===== src/rtl/keyboard_scancode_decoder.sv =====
// PS/2 Set-2 frame checker and E0/F0 sequence collapser feeding a key-event FIFO.
// Latency 1 from the frame strobe to oKey_Valid. No backpressure: a push into a full FIFO drops the event and sets oOverflow.
// Define KBD_PARITY_CHECK_EN to enable the odd-parity check; otherwise the parity bit is ignored.
module keyboard_scancode_decoder #(
   parameter int FIFO_DEPTH = 8
) (
   input  logic        Clock,
   input  logic        Reset,
   input  logic        iFrame_Valid,
   input  logic [10:0] iFrame,
   input  logic        iKey_Read,
   input  logic        iClear_Errors,
   output logic        oKey_Valid,
   output logic [7:0]  oKey_Code,
   output logic        oKey_Extended,
   output logic        oKey_Release,
   output logic        oFrame_Error,
   output logic        oParity_Error,
   output logic        oOverflow
);

   localparam int AW = $clog2(FIFO_DEPTH);
   localparam logic [AW-1:0] PTR_ONE  = 1;
   localparam logic [AW:0]   CNT_ONE  = 1;
   localparam logic [AW:0]   CNT_FULL = (AW+1)'(FIFO_DEPTH);
`ifdef KBD_PARITY_CHECK_EN
   localparam logic PAR_EN = 1'b1;
`else
   localparam logic PAR_EN = 1'b0;
`endif

   typedef enum logic [1:0] {ST_IDLE, ST_EXT, ST_BRK, ST_EXT_BRK} state_t;

   state_t      state, state_nxt;
   logic [7:0]  data;
   logic        frame_bad, parity_bad, byte_ok;
   logic        push;
   logic [9:0]  push_dat;
   logic [9:0]  mem [FIFO_DEPTH];
   logic [AW-1:0] wr_ptr, rd_ptr;
   logic [AW:0] count;
   logic        full, pop, wr_en;

   assign data       = iFrame[8:1];
   assign frame_bad  = iFrame[0] | ~iFrame[10];
   assign parity_bad = PAR_EN & ~(^iFrame[9:1]);
   assign byte_ok    = iFrame_Valid & ~frame_bad & ~parity_bad;

   always_comb begin
      state_nxt = state;
      push      = 1'b0;
      push_dat  = {2'b00, data};
      if (iFrame_Valid && !byte_ok) begin
         state_nxt = ST_IDLE;
      end else if (byte_ok) begin
         case (state)
            ST_IDLE: begin
               if (data == 8'hE0)      state_nxt = ST_EXT;
               else if (data == 8'hF0) state_nxt = ST_BRK;
               else                    push = 1'b1;
            end
            ST_EXT: begin
               if (data == 8'hF0)      state_nxt = ST_EXT_BRK;
               else if (data != 8'hE0) begin
                  push      = 1'b1;
                  push_dat  = {2'b10, data};
                  state_nxt = ST_IDLE;
               end
            end
            ST_BRK: begin
               if (data == 8'hE0)      state_nxt = ST_EXT_BRK;
               else if (data != 8'hF0) begin
                  push      = 1'b1;
                  push_dat  = {2'b01, data};
                  state_nxt = ST_IDLE;
               end
            end
            default: begin
               if (data != 8'hE0 && data != 8'hF0) begin
                  push      = 1'b1;
                  push_dat  = {2'b11, data};
                  state_nxt = ST_IDLE;
               end
            end
         endcase
      end
   end

   always_ff @(posedge Clock or negedge Reset) begin
      if (!Reset) state <= ST_IDLE;
      else        state <= state_nxt;
   end

   // A full FIFO still accepts a push when the head leaves in the same cycle.
   assign full  = (count == CNT_FULL);
   assign pop   = iKey_Read & (count != '0);
   assign wr_en = push & (~full | pop);

   always_ff @(posedge Clock or negedge Reset) begin
      if (!Reset) begin
         for (int i = 0; i < FIFO_DEPTH; i++) mem[i] <= '0;
         wr_ptr <= '0;
         rd_ptr <= '0;
         count  <= '0;
      end else begin
         if (wr_en) begin
            mem[wr_ptr] <= push_dat;
            wr_ptr      <= wr_ptr + PTR_ONE;
         end
         if (pop) rd_ptr <= rd_ptr + PTR_ONE;
         if (wr_en && !pop)      count <= count + CNT_ONE;
         else if (pop && !wr_en) count <= count - CNT_ONE;
      end
   end

   always_ff @(posedge Clock or negedge Reset) begin
      if (!Reset) begin
         oFrame_Error  <= 1'b0;
         oParity_Error <= 1'b0;
         oOverflow     <= 1'b0;
      end else begin
         oFrame_Error  <= (iFrame_Valid & frame_bad)  | (oFrame_Error  & ~iClear_Errors);
         oParity_Error <= (iFrame_Valid & parity_bad) | (oParity_Error & ~iClear_Errors);
         oOverflow     <= (push & full & ~pop)        | (oOverflow     & ~iClear_Errors);
      end
   end

   assign oKey_Valid    = (count != '0);
   assign oKey_Extended = mem[rd_ptr][9];
   assign oKey_Release  = mem[rd_ptr][8];
   assign oKey_Code     = mem[rd_ptr][7:0];

endmodule


===== config.mk =====
export PLATFORM = sky130hd
export DESIGN_NAME = keyboard_scancode_decoder
export DESIGN_NICKNAME = d
export VERILOG_FILES = /design/src/rtl/keyboard_scancode_decoder.sv
export SDC_FILE = /design/constraint.sdc
export NUM_CORES = 1
export LEC_CHECK = 0
export CAP_MARGIN = 20
export CORE_MARGIN = 5
export CORE_UTILIZATION = 59
export CTS_CLUSTER_SIZE = 8
export DETAILED_ROUTE_END_ITERATION = 7
export PLACE_DENSITY_LB_ADDON = 0.1
export RECOVER_POWER = 100
export SLEW_MARGIN = 10
export SYNTH_ARGS = -nofsm -noshare
export SYNTH_HDL_FRONTEND = slang
export SYNTH_SLANG_ARGS = --single-unit
export TNS_END_PERCENT = 5

===== constraint.sdc =====
create_clock -name Clock -period 3.3 [get_ports Clock]
set_input_delay 0.66 -clock Clock [delete_from_list [all_inputs] [get_ports Clock]]
set_output_delay 0.66 -clock Clock [all_outputs]
set_load 0.05 [all_outputs]

==> summary.txt <==
Floorplan
  – Die X: 98.5 um
  – Die Y: a little under 100 um
  – Core region area: just under 0.008 mm^2
  – Rows: 32
  – Num ports: 30
  – Initial Util: 0.601
  – Die area: ~0.0097 mm^2

Power
  – Lkg Pwr: between 2 and 2.5 nW
  – Maximum vdd ir drop: about 0.44 mV
  – Power density over the cells: 828 mW/mm^2

Clocking
  – Post-cts resize count: 0
  – Sink Count: 95
  – Clock Path Buffers: 2
  – CTS H-Tree Depth: 3
  – Clk_lat worst skew: ~370 ps
  – CTS tree: built
  – Setup Buffers After CTS: 0
  – Hold buffer count at cts: 0
  – TritonCTS Buffers: 9
  – Worst-path clk slew: 80 ps
  – Root Driver: clkbuf_8

Global routing
  – Top Usage Layer GRT: met2
  – Initial antenna violation count: 0
  – Grt met3 use: 0.0304
  – Congestion Overflow GR: 0
  – Largest net degree at the start of global routing: 56
  – Total Routing Usage GR: 0.204
  – GR Util met2: 0.324
  – Vias in the first global route: between 2,000 and 3,000
  – Met1 Resource Use GR: 0.289
  – First-pass GRT wire length: between 15 and 20 mm

STA
  – Crit share post-route: 0.936
  – Fmax: 324 MHz
  – Endpoints failing hold: 0
  – Min Clock Period, post-route: approximately 3000 ps
  – Setup WS post-layout: ~210 ps
  – Slew margin rel.: 0.0992
  – Clock Skew: 10.9 ps
  – RSZ-0062 raised after global routing: no
  – Pins Over Slew Limit: 0
  – Setup-failing EPs final: 0
  – Worst Tran Pin Value: approximately 1400 ps

Finish
  – Final core utilization: 0.676
  – Layout area overhead: 12.6%
  – Nets: about 380
  – Multi-input logic area: between 0.002 and 0.0025 mm^2
  – Register area: ~0.0024 mm^2
  – Share of cells above drive strength 1: 0.452
  – Fill count: about 580
  – Commonest cells after routing, fill and taps aside: dfrtp_1, mux2_2, mux4_2
  – ANT cells: 0
  – Commonest non-fill, non-tap cell in the layout: dfrtp_1

Synth
  – Post-synthesis net count: 333
  – Number of unique standard cell types used by synthesis: 38
  – Yosys reg bits: 95
  – Mapped Cells: between 300 and 400
  – Post-synthesis cell area: approximately 0.0046 mm^2
  – Avg Cell Area, Syn: about 15 um^2
  – Sequential element share of the synthesized area: 0.515
  – Synth warnings: 0

Setup path
  – CP Max Fanout: 12
  – Critical Path Slowest Stage Cell: clkbuf_1
  – Crit-path most repeated cell: clkbuf_1
  – CP Data Arrival Time: ~3300 ps
  – Crit start category: primary input
  – Crit path required time: 3550 ps
  – CP Cell Sequence: clkdlybuf4s50_1 > nor3b_2 > a41oi_1 > clkbuf_1 > nand4b_1 > clkbuf_1 > mux2_2
  – Critical path class: primary input to register
  – CP max stage delay: 670 ps
  – Worst Setup End Kind: register

Routing
  – First-pass iteration count of the detailed router: 4
  – DRT iter0 DRCs: 76
  – Post-route DRC: 0
  – WL per Instance: 19.8 um
  – Via count: roughly 2,700
  – Total Wirelength: approximately 9 mm
  – DR vias/cell: 5.86
  – Post-DRT Antenna Nets: 0

Place
  – Gpl congestion: roughly 0.73
  – Worst slack, placed: -35.1 ps
  – HPWL after DPL: 6.07 mm
  – Number of I/O port buffers: 28

Status
  – Outcome: finished clean

Worst hold path
  – Worst hold path class: register to register

Run
  – Max cap viols: 0
[metal layers]
layer	vias up	share of wire
met2	38	0.49
met3	14	0.025
met1	1403	0.47
met5	-	0
met4	0	0.019
li1	1231	-
[area by class of cell]
cell class,instances,area share
clock buffer,11,0.0291
tap,102,0.0245
sequential,95,0.457
multi-input combinational,187,0.401
inverter,7,0.00505
timing repair buffer,52,0.0724
clock inverter,4,0.0106
[worst max-delay path, delay by kind of cell]
| family | cells | cell delay [ps] |
|---|---|---|
| AO/OA/AOI/OAI | 1 | 200 |
| buffers and inverters | 3 | 1540 |
| multiplexers | 1 | 410 |
| AND/OR/NAND/NOR | 2 | 520 |
[Yosys cell counts, drive strengths merged]
cell type | count | area, um^2
dfrtp | 95 | 2380
mux2 | 93 | 1050
mux4 | 20 | 450
buf | 10 | 56.3
ha | 9 | 113
clkbuf | 8 | 31.3
inv | 7 | 26.3
nand2 | 7 | 26.3
xnor2 | 6 | 52.6
nand2b | 4 | 25.0
nand3 | 4 | 45.0
nand4 | 4 | 70.1
nor3 | 4 | 20.0
nand4b | 3 | 26.3
nor2 | 3 | 11.3
nor2b | 3 | 18.8
o21ai | 3 | 15.0
o22ai | 3 | 18.8
a21oi | 2 | 10.0
mux2i | 2 | 20.0
nand3b | 2 | 15.0
o211ai | 2 | 15.0
o21a | 2 | 15.0
a2111oi | 1 | 8.76
a21o | 1 | 7.51
a41o | 1 | 10.0
a41oi | 1 | 16.3
and3 | 1 | 6.26
fa | 1 | 20.0
nor3b | 1 | 12.5
o221ai | 1 | 8.76
o311ai | 1 | 8.76
o31ai | 1 | 7.51
or2 | 1 | 6.26
[logic make-up after synthesis]
kind of cell    synth area share
xor+xnor                  0.0114
buf+inv                   0.0247
mux                        0.329
compound gates            0.0306
simple gates              0.0612
fa+ha+maj                 0.0287
flops                      0.515
[power by group]
| part | switching (mW) | leakage (nW) | internal [mW] |
|---|---|---|---|
| sequential | 0.251 | 1.24 | 1.54 |
| combinational | 0.876 | 1.07 | 0.848 |
| clock | 0.405 | 0.102 | 0.390 |
| total | 1.53 | 2.41 | 2.77 |
[state kept, by name (all words and copies together), names as in the netlist]
register and cells:
wr_ptr 3, mem 80, oOverflow 1, state 2, count 4, oParity_Error 1, rd_ptr 3, oFrame_Error 1
[path summary, 6_finish.rpt]
kind,startpoint,to,slack (ps),cells past startpoint
min in group asynchronous,Reset,mem[11],600,1
min,mem[46],mem[46],510,1
max,iFrame[6],mem[32],210,7
min reg2reg,mem[46],mem[46],510,1
max in group asynchronous,Reset,mem[34],1040,2
max reg2reg,count[0],count[3],880,9
[through the flow]
step	power [mW]	instance area, um^2	TNS [ps]	std cells	hold WS (ps)
after detailed placement	3.67	5100	-35.1	443	489
after floorplan	3.17	4620	0	307	364
after CTS	4.47	5310	0	458	356
after global routing	4.58	5200	0	458	523
after global placement	3.60	5100	0	443	482
final	4.31	5200	0	458	507
No activity file was read; power rests on OpenSTA's default activity.
